## config.mk

```make
export PLATFORM = sky130hd
export DESIGN_NAME = lifo_stack_param_flat
export DESIGN_NICKNAME = d
export VERILOG_FILES = /design/src/rtl/lifo_stack_param_if.sv /design/src/rtl/lifo_stack_param.sv /design/src/flat_wrapper.sv
export SDC_FILE = /design/constraint.sdc
export NUM_CORES = 1
export LEC_CHECK = 0
export ABC_AREA = 1
export BUFFER_PORTS_ARGS = -buffer_cell sky130_fd_sc_hd__buf_2
export CORE_MARGIN = 2
export CORE_UTILIZATION = 34
export DETAILED_ROUTE_END_ITERATION = 10
export HOLD_SLACK_MARGIN = 0.02
export PLACE_DENSITY = 0.48
export SLEW_MARGIN = 25
export SYNTH_ARGS = -nofsm -noshare
export SYNTH_HDL_FRONTEND = slang
export SYNTH_SLANG_ARGS = --single-unit
```

## constraint.sdc

```tcl
create_clock -name clk -period 2.8 [get_ports clk]
set_input_delay 0 -clock clk [delete_from_list [all_inputs] [get_ports clk]]
set_output_delay 0 -clock clk [all_outputs]
set_load 0.02 [all_outputs]
```

## src/rtl/lifo_stack_param_if.sv

```systemverilog
// Producer/consumer bundle for lifo_stack_param: push/pop requests in,
// popped word, peek, occupancy and error strobes out.
interface lifo_stack_param_if #(
    parameter int WIDTH = 8,
    parameter int DEPTH = 16
);
    localparam int CW = $clog2(DEPTH + 1);

    logic             push;
    logic             pop;
    logic [WIDTH-1:0] data_in;
    logic             clr_err;
    logic [WIDTH-1:0] data_out;
    logic             data_valid;
    logic [WIDTH-1:0] top_data;
    logic [CW-1:0]    count;
    logic             empty;
    logic             full;
    logic             almost_full;
    logic             overflow;
    logic             underflow;
    logic             err_sticky;

    modport master (
        output push, pop, data_in, clr_err,
        input  data_out, data_valid, top_data, count, empty, full,
               almost_full, overflow, underflow, err_sticky
    );

    modport slave (
        input  push, pop, data_in, clr_err,
        output data_out, data_valid, top_data, count, empty, full,
               almost_full, overflow, underflow, err_sticky
    );
endinterface

```

## src/rtl/lifo_stack_param.sv

```systemverilog
// Parametrised clocked LIFO stack with registered pop output, combinational
// peek, registered occupancy flags and sticky overflow/underflow reporting.
module lifo_stack_param #(
    parameter int WIDTH    = 8,
    parameter int DEPTH    = 16,
    parameter int AF_LEVEL = DEPTH - 2
) (
    input  logic                clk,
    input  logic                rst,
    lifo_stack_param_if.slave   bus
);
    localparam int CW = $clog2(DEPTH + 1);
    localparam int AW = (DEPTH > 1) ? $clog2(DEPTH) : 1;

    logic [WIDTH-1:0] mem_q [DEPTH];

    logic [CW-1:0]    count_q, count_d;
    logic [WIDTH-1:0] data_out_q, data_out_d;
    logic             data_valid_q, data_valid_d;
    logic             empty_q, empty_d;
    logic             full_q, full_d;
    logic             almost_full_q, almost_full_d;
    logic             overflow_q, overflow_d;
    logic             underflow_q, underflow_d;
    logic             err_sticky_q, err_sticky_d;

    logic             wr_en;
    logic [AW-1:0]    wr_idx;
    logic [AW-1:0]    top_idx;

    // Only meaningful when the stack is non-empty; wraps harmlessly otherwise.
    assign top_idx = AW'(count_q - CW'(1));

    always_comb begin
        // NOTE: every always_comb output gets a default first so no path infers a latch.
        count_d      = count_q;
        data_out_d   = data_out_q;
        data_valid_d = 1'b0;
        overflow_d   = 1'b0;
        underflow_d  = 1'b0;
        wr_en        = 1'b0;
        wr_idx       = AW'(count_q);

        unique case ({bus.push, bus.pop})
            2'b10: begin
                if (full_q) begin
                    overflow_d = 1'b1;
                end else begin
                    wr_en   = 1'b1;
                    count_d = count_q + CW'(1);
                end
            end
            2'b01: begin
                if (empty_q) begin
                    underflow_d = 1'b1;
                end else begin
                    data_out_d   = mem_q[top_idx];
                    data_valid_d = 1'b1;
                    count_d      = count_q - CW'(1);
                end
            end
            2'b11: begin
                data_valid_d = 1'b1;
                if (empty_q) begin
                    data_out_d = bus.data_in;
                end else begin
                    // Replace-top: old top leaves, new word takes its slot.
                    data_out_d = mem_q[top_idx];
                    wr_en      = 1'b1;
                    wr_idx     = top_idx;
                end
            end
            default: ;
        endcase

        empty_d       = (count_d == '0);
        full_d        = (count_d == CW'(DEPTH));
        almost_full_d = (count_d >= CW'(AF_LEVEL));
        err_sticky_d  = (err_sticky_q & ~bus.clr_err) | overflow_d | underflow_d;
    end

    // NOTE: sequential state uses non-blocking assignments so every flop samples pre-edge values.
    always_ff @(posedge clk or posedge rst) begin
        if (rst) begin
            count_q       <= '0;
            data_out_q    <= '0;
            data_valid_q  <= 1'b0;
            empty_q       <= 1'b1;
            full_q        <= 1'b0;
            almost_full_q <= 1'b0;
            overflow_q    <= 1'b0;
            underflow_q   <= 1'b0;
            err_sticky_q  <= 1'b0;
        end else begin
            count_q       <= count_d;
            data_out_q    <= data_out_d;
            data_valid_q  <= data_valid_d;
            empty_q       <= empty_d;
            full_q        <= full_d;
            almost_full_q <= almost_full_d;
            overflow_q    <= overflow_d;
            underflow_q   <= underflow_d;
            err_sticky_q  <= err_sticky_d;
        end
    end

    // NOTE: storage is deliberately not reset; count_q=0 already marks every entry as dead.
    always_ff @(posedge clk) begin
        if (wr_en) begin
            mem_q[wr_idx] <= bus.data_in;
        end
    end

    assign bus.data_out    = data_out_q;
    assign bus.data_valid  = data_valid_q;
    assign bus.top_data    = empty_q ? '0 : mem_q[top_idx];
    assign bus.count       = count_q;
    assign bus.empty       = empty_q;
    assign bus.full        = full_q;
    assign bus.almost_full = almost_full_q;
    assign bus.overflow    = overflow_q;
    assign bus.underflow   = underflow_q;
    assign bus.err_sticky  = err_sticky_q;
endmodule
```

## src/flat_wrapper.sv

```systemverilog
// flat-port wrapper written by rule: the top's interface ports become plain ports
module lifo_stack_param_flat 
#(
    parameter int WIDTH    = 8,
    parameter int DEPTH    = 16,
    parameter int AF_LEVEL = DEPTH - 2
)
  (clk, rst, bus_push, bus_pop, bus_data_in, bus_clr_err, bus_data_out, bus_data_valid, bus_top_data, bus_count, bus_empty, bus_full, bus_almost_full, bus_overflow, bus_underflow, bus_err_sticky);
  lifo_stack_param_if #(.WIDTH(WIDTH), .DEPTH(DEPTH)) bus_i ();
  input  logic clk;
  input  logic rst;
  input wire logic [$bits(bus_i.push)-1:0] bus_push;
  input wire logic [$bits(bus_i.pop)-1:0] bus_pop;
  input wire logic [$bits(bus_i.data_in)-1:0] bus_data_in;
  input wire logic [$bits(bus_i.clr_err)-1:0] bus_clr_err;
  output wire logic [$bits(bus_i.data_out)-1:0] bus_data_out;
  output wire logic [$bits(bus_i.data_valid)-1:0] bus_data_valid;
  output wire logic [$bits(bus_i.top_data)-1:0] bus_top_data;
  output wire logic [$bits(bus_i.count)-1:0] bus_count;
  output wire logic [$bits(bus_i.empty)-1:0] bus_empty;
  output wire logic [$bits(bus_i.full)-1:0] bus_full;
  output wire logic [$bits(bus_i.almost_full)-1:0] bus_almost_full;
  output wire logic [$bits(bus_i.overflow)-1:0] bus_overflow;
  output wire logic [$bits(bus_i.underflow)-1:0] bus_underflow;
  output wire logic [$bits(bus_i.err_sticky)-1:0] bus_err_sticky;
  assign bus_i.push = bus_push;
  assign bus_i.pop = bus_pop;
  assign bus_i.data_in = bus_data_in;
  assign bus_i.clr_err = bus_clr_err;
  assign bus_data_out = bus_i.data_out;
  assign bus_data_valid = bus_i.data_valid;
  assign bus_top_data = bus_i.top_data;
  assign bus_count = bus_i.count;
  assign bus_empty = bus_i.empty;
  assign bus_full = bus_i.full;
  assign bus_almost_full = bus_i.almost_full;
  assign bus_overflow = bus_i.overflow;
  assign bus_underflow = bus_i.underflow;
  assign bus_err_sticky = bus_i.err_sticky;
  lifo_stack_param #(.WIDTH(WIDTH), .DEPTH(DEPTH), .AF_LEVEL(AF_LEVEL)) u_core (.clk(clk), .rst(rst), .bus(bus_i));
endmodule
```

After elaboration in Yosys (flattened, before gate mapping)
Memories as Yosys holds them, arrays and structs flattened.
Index checks and enable logic that the tools add are counted.
- $add $sub $neg: 2
- $lt $le $gt $ge: 1
- equality and inequality tests: 5
- mux-type cells: 19
- bitwise operators: 4
- reductions and logical operators: 3
- operator list (kind ; number):
    $mux 8 ; 3
    $pmux 8 s2 ; 1
    $mux 5 ; 2
    $pmux 5 s2 ; 1
    $mux 1 ; 8
    $mux 4 ; 2
    $add 5x1->5 const B ; 1
    $eq 5x5->1 const B ; 1
    $ge 5x4->1 const B ; 1
    $logic_not 5->1 ; 1
    $sub 5x1->5 const B ; 1
    $eq 2x2->1 const B ; 2
    $pmux 1 s2 ; 2
    $eq 2x1->1 const B ; 1
    $ne 2x2->1 const B ; 1
    $or 1x1->1 ; 2
    $reduce_and 2->1 ; 1
    $reduce_bool 2->1 ; 1
    $and 1x1->1 ; 1
    $not 1->1 ; 1
- register bits after elaboration: 20
- RAM bits: 128
- input port bits: 13
- output and inout port bits: 28
- logic and storage cells: 44
- memories kept: 1
- memories (memory ; depth ; bits a word ; rd ports ; clocked after memory_dff ; write ports ; RTL line ; text):
    u_core.mem_q ; 16 ; 8 ; 1 ; 0 ; 1 ; lifo_stack_param.sv:15 ; logic [WIDTH-1:0] mem_q [DEPTH];

Depth between registers and ports, before layout
Gate-level depths: netlist of run 1.
- word-level depth: 4
- mapped depth: 14
- mapped depth without buffers: 11

Least setup slack after synthesis of run 1
Ideal clock, no wire load.
- path kind: register -> register
- from: register u_core.count_q[0] (netlist: u_core.bus.count[0])
- to: memory u_core.mem_q[10][0] (enable)
- setup time: 0.370 ns
- arrival time: 2.056 ns
- required time: 2.430 ns
- setup slack: 0.374 ns
- stages on the path, launching flop included: 11
- buffers on the path: 3
- clock period less this slack: 2.426 ns
- path through: dfrtp_1 -> inv_2 -> buf_6 -> buf_2 -> ha_1 -> buf_4 -> nand2_1 -> o21ai_1 -> a21oi_1 -> nand2_1 -> nor2_1
- longest elaborated chain between the ends: 3
- RTL lines (element ; RTL line ; text):
    start, declared ; lifo_stack_param.sv:17 ; logic [CW-1:0] count_q, count_d;
    start signal, assigned ; lifo_stack_param.sv:95 ; count_q <= count_d;
    $sub 5x1->5 ; n/a ;
    $mux 4 ; lifo_stack_param.sv:64 ; if (empty_q) begin
    $mux 4 (*) ; lifo_stack_param.sv:44 ; unique case ({bus.push, bus.pop})
    end, declared ; lifo_stack_param.sv:15 ;
Every way passes the cells marked *; elsewhere a longest branch is shown, timed or not.

Worst setup path in the final report of run 1
- from: register u_core.count_q[1] (netlist: u_core.bus.count[1])
- to: output port bus_top_data[7]
- longest elaborated chain between the ends: 3
- RTL lines (element ; RTL line ; text):
    $sub 5x1->5 ; n/a ;
    $mem_v2 16x8 ; n/a ;
    $mux 8 ; lifo_stack_param.sv:116 ; assign bus.top_data = empty_q ? '0 : mem_q[top_idx];
    end, declared ; flat_wrapper.sv:18 ; output wire logic [$bits(bus_i.top_data)-1:0] bus_top_data;
No other way between the ends.

==> metrics.yaml, run 1 <==
status: "completed"
vdd_ir_drop_max_v: 0.0004697
grt_pass1_wl_mm: 28.68
die_w_um: 146.4
most-common-layout-cells: "nand2_1 (227), edfxtp_1 (128), nand3_1 (97), inv_1 (95), nor2_1 (66)"
path_cells: "inv_1 > ha_1 > buf_4 > inv_6 > nand2_1 > nand3_1 > nand3_1 > a21oi_1 > buf_2"
drive_above_1_share_pct: 16.03
grtUsageMet3_pct: 4.625
grt_pass1_vias: 5064
first_pass_iters: 4
vias: 5049
synth_edf_count: 128
crit_arrival_ns: 2.58
io_buffers: 40
final_common_cell: "nand2_1"
grt_overflow: 0
largest_register_ffs: 128
crit_top_cell: "nand3_1"
min_path_type: "input port to register"
leakage_nw: 3.531
drcViolationCount: 0
crit_required_ns: 2.80
synth.ff_latch_count: 148
fmax_mhz: 386.9
worst_pin_slew_ns: 0.8584
synth_nets: 739
top_register: "u_core.mem_q"
routedWlPerCell_um: 17.16
cp_top_family: "buffers and inverters"
netlist_area_sq_um: 6895
ys_seq_area_share_pct: 63.02
p_total_mw: 7.931
crit_start: "u_core.bus.count[1]"
antenna_left: 0
fin_crit_sh_pct: 92.30
cts_max_level: 4
place.gp.congestion: 0.9078
critPathLaunchType: "register"
maxCapViolations: 0
worstSetupPathType: "register to output pin"
synth_cells: 721
place_area_sq_um: 7412
finish.utilization_pct: 39.92
globalRouteMet2Util_pct: 27.90
async_flop_share_pct: 13.51
routed_wl_mm: 18.12
cts_tree: "done"
final-setup-viol-count: 0
die_h_um: 146.4
synth_area_per_cell_sq_um: 9.564
io_pins: 41
powerDensity_nw_per_um2: 991.5
cp_slowest_stage_delay_ns: 0.51
yosysWarnings: 0
cts.path.max_buffers: 2
cts_inserted_buffers: 17
dieArea_sq_um: 21440
post-route-min-period_ns: 2.585
cts_root_buf: "clkbuf_16"
critPathSlowestCell: "dfrtp_1"
finalSetupTns_ns: 0
stdcell_area_sq_um: 7999
cp-end-kind: "output pin"
synthFlopType: "edfxtp_1"
num_antenna_cells: 0
nets: 793
skew_ns: 0.01011
rsz0062_at_grt: "no"
grt_usage_pct: 17.76
drtIter0Drc: 478
met1_usage_pct: 24.82
yosysUniqueCellTypes: 26
maxSlewHeadroom_pct: 42.77
row_count: 52
initial_core_util_pct: 34.41
drv_slew: 0
nFillCells: 2097
worst-path-max-fanout: 33
clk_pin_slew_ns: 0.06
grt_max_degree: 84
syn_to_final_growth_pct: 16.00
hold_violations: 0
grt_antenna_before_repair: 0
min_from: "bus_data_in[6]"
r2r_start: "u_core.bus.count[1]"
cts_sinks: 148
detailed_place_hpwl_mm: 12.06
insertion_delay_ns: 0.43
whs_ns: 0.03618
busiest_layer: "met2"
core_sq_um: 20040
cp.buffers_inverters: 4
vias_per_cell: 4.781
[per-layer routing]
| layer | vias up | wire length [um] | part of all wire, % |
|---|---|---|---|
| li1 | 2422 | - | - |
| met1 | 2443 | 8512 | 47 |
| met2 | 168 | 8323 | 46 |
| met4 | 0 | 221 | 1.2 |
| met5 | - | 0 | 0 |
| met3 | 16 | 1060 | 5.9 |
[final timing paths]
kind | endpoint | slack [ns] | cells after the start
worst max-delay path | bus_top_data[7] | 0.22 | 9
worst min-delay path | u_core.mem_q[5][6] | 0.04 | 1
worst max register to register | u_core.mem_q[14][3] | 0.38 | 7
worst min register to register | u_core.bus.data_out[6] | 0.47 | 2
max in group asynchronous | u_core.bus.count[0] | 1.99 | 3
min in group asynchronous | u_core.bus.data_out[4] | 0.27 | 3
[cell type report]
cell class | count | area (sq um) | area share (%)
clock buffer | 18 | 429.2 | 5.365
inverter | 107 | 414.1 | 5.178
tap | 270 | 337.8 | 4.223
timing repair buffer | 62 | 370.4 | 4.630
sequential | 148 | 4347 | 54.34
clock inverter | 12 | 132.6 | 1.658
multi-input combinational | 439 | 1968 | 24.61
[synthesized netlist by cell type (4+ instances only)]
library cell  number  area, sq um
nand3_1           97        485.5
nand3_2            4        40.04
nor2_1            66        247.7
nand2_1          227        852.1
dfrtp_1           19        475.5
ha_1               5        62.56
inv_1             95        356.6
buf_6              5        56.30
a21oi_1            9        45.04
edfxtp_1         128         3844
nand2_4            4        45.04
o21ai_2            4        35.03
buf_2             18        90.09
nand2_2            9        56.30
inv_2              9        33.78
[worst register-to-register path: stages, from the launching register on]
cell and delay, ns:
dfrtp_1 0.51, inv_1 0.08, ha_1 0.24, nand2_1 0.13
nand2_4 0.17, o21ai_2 0.26, nand2_2 0.12, nor2_1 0.55
[logic make-up after synthesis]
logic type,after synthesis,synth area share (%)
AO/OA/AOI/OAI,21,1.869
adder cells (fa/ha/maj),5,0.9073
buffers and inverters,134,8.438
flip-flops,148,63.02
AND/OR/NAND/NOR,413,25.77
[per-stage QoR]
stage | std cells | setup WS, ns
after floorplan | 721 | 0.3739
after global placement | 1024 | 0.4539
after detailed placement | 1024 | 0.3807
after CTS | 1056 | 0.1398
after global routing | 1056 | 0.03592
final | 1056 | 0.2155
[what timing repair did]
item,4_1_cts,5_1_grt
hold buffers,2,0
gates resized for setup,1,1
endpoints found under the setup margin,8,5
buffers inserted,0,0
hold endpoints to repair,20,0
[power by group]
part	internal, mW	switching [mW]	leakage, nW
sequential	2.62	0.137	1.40
clock	1.30	0.895	0.270
combinational	0.873	2.11	1.86
No activity file was read; power rests on OpenSTA's default activity.
==> run 2, diff against run 1 <==
PLACE_DENSITY = 0.47   (was 0.48)
==> metrics.yaml, run 2 (synthesized netlist as in run 1, its figures left out) <==
p_comb_share_pct: 38.0  # +0.4 points
detailed_place_hpwl_mm: 12.10  # +0.35%
grt_usage_pct: 17.70  # -0.064 points
globalRouteMet2Util_pct: 26.27  # -1.6 points
stdcell_area_sq_um: 7981  # -0.22%
critPathLaunchType: "register"
rsz0062_at_grt: "no"
insertion_delay_ns: 0.42  # about the same
worst_pin_slew_ns: 0.8009  # -0.05757 ns
status: "completed"
drcViolationCount: 0  # unchanged
finish.utilization_pct: 39.83  # -0.087 points
p_sw_share_pct: 40.82  # +1.3 points
first_pass_iters: 7  # +3
cts_root_buf: "clkbuf_16"
io_buffers: 40  # unchanged
fmax_mhz: 383.5  # -0.89%
met1_usage_pct: 25.74  # +0.92 points
routed_wl_mm: 18.26  # +0.76%
cts_tree: "done"
drv_slew: 0  # unchanged
row_count: 52  # unchanged
busiest_layer: "met2"
nets: 789  # -0.50%
vias_per_cell: 4.726  # -1.2%
leakage_nw: 3.510  # -0.60%
place_area_sq_um: 7382  # -0.41%
top_register: "u_core.mem_q"
syn_to_final_growth_pct: 15.75
nFillCells: 2019  # -3.7%
final_common_cell: "nand2_1"
crit_arrival_ns: 2.61  # +0.03 ns
finalSetupTns_ns: 0  # unchanged
worst-path-max-fanout: 18  # -45%
fin_cells: 1054  # -0.19%
routedWlPerCell_um: 17.32  # +0.95%
cts_max_level: 4  # unchanged
maxSlewHeadroom_pct: 46.41  # +3.6 points
place.gp.congestion: 0.8946  # -1.5%
pre_cts_ws_ns: 0.3565  # -0.02422 ns
whs_ns: 0.07042  # +0.03423 ns
largest_register_ffs: 128  # unchanged
post-route-min-period_ns: 2.608  # +0.02324 ns
min_path_type: "input port to register"
io_pins: 41  # unchanged
p_int_mw: 4.736  # -1.2%
fin_crit_sh_pct: 93.13  # +0.83 points
most-common-layout-cells: "nand2_1 (227), edfxtp_1 (128), nand3_1 (97), inv_1 (95), nor2_1 (66)"
sequentialPowerShare_pct: 34.3  # -0.4 points
power_switching_mw: 3.268  # +4.2%
power.share.clock_pct: 27.7  # about the same
vdd_ir_drop_max_v: 0.0005053  # +7.6%
grt_max_degree: 48  # -43%
grt_pass1_wl_mm: 28.28  # -1.4%
clk_pin_slew_ns: 0.06  # about the same
final-setup-viol-count: 0  # unchanged
hold_violations: 0  # unchanged
powerDensity_nw_per_um2: 1003  # +1.1%
grtUsageMet3_pct: 4.063  # -0.56 points
die_w_um: 146.4  # unchanged
maxCapViolations: 0  # unchanged
initial_core_util_pct: 34.41  # unchanged
cts_inserted_buffers: 17  # unchanged
antenna_left: 0  # unchanged
drive_above_1_share_pct: 16.07  # +0.041 points
cts_sinks: 148  # unchanged
cts.path.max_buffers: 2  # unchanged
grt_pass1_vias: 4830  # -4.6%
dp_cells: 1020  # -0.39%
drtIter0Drc: 453  # -5.2%
dieArea_sq_um: 21440  # unchanged
num_antenna_cells: 0  # unchanged
grt_overflow: 0  # unchanged
die_h_um: 146.4  # unchanged
p_total_mw: 8.004  # +0.92%
vias: 4981  # -1.3%
skew_ns: 0.005394  # -0.004711 ns
worstSetupPathType: "register to output pin"
cp-end-kind: "output pin"
grt_antenna_before_repair: 0  # unchanged
core_sq_um: 20040  # unchanged
setup_ws_ns: 0.1922  # -0.02324 ns
crit_required_ns: 2.80  # about the same
[run 2: area by class of cell]
type	instances	area, sq um	area share [%]
clock buffers	17	425.4	5.330
clock inverters	15	146.4	1.834
inverters	107	411.6	5.158
multi-input cells	439	1968	24.66
flip-flops and latches	148	4348	54.48
well taps	270	337.8	4.233
repair buffers	58	344.1	4.311
[run 2: timing repair]
item | CTS | global route
resized for setup | 0 | 4
hold buffers | 2 | 0
setup endpoints to repair | 0 | 8
buffers inserted | 0 | 0
endpoints found under the hold margin | 20 | 0
[run 2: per-layer routing]
metal	vias up	wire length (um)
met1	2356	8788
met2	178	7932
li1	2419	-
met4	0	439
met3	28	1095
met5	-	0
[run 2: final timing paths]
check | from | to | slack [ns] | cells after the start
worst max-delay path | u_core.bus.count[1] | bus_top_data[2] | 0.19 | 10
worst min-delay path | bus_data_in[2] | u_core.mem_q[14][2] | 0.07 | 1
worst max register to register | u_core.bus.count[0] | u_core.mem_q[11][4] | 0.32 | 10
worst min register to register | u_core.bus.data_out[1] | u_core.bus.data_out[1] | 0.48 | 2
max in group asynchronous | rst | u_core.bus.count[0] | 2.02 | 3
min in group asynchronous | rst | u_core.bus.underflow | 0.26 | 3
[run 2: worst max-delay path, cell delays in order (launching register included)]
cell and delay [ns]:
dfrtp_2 0.47, inv_1 0.08, ha_1 0.23, nand2_1 0.12, nand2_4 0.10, buf_4 0.25, inv_4 0.13, nand3_1 0.14
nand3_1 0.15, a21oi_1 0.28, buf_2 0.22
[run 2: power by group through the flow]
stage	Combinational (mW)	Clock, mW	Sequential (mW)
floorplan	1.98	0	2.87
global placement	3.00	0	2.78
detailed placement	3.00	0	2.79
CTS	3.01	2.26	2.75
global route	3.32	2.36	2.77
finish	3.04	2.21	2.75
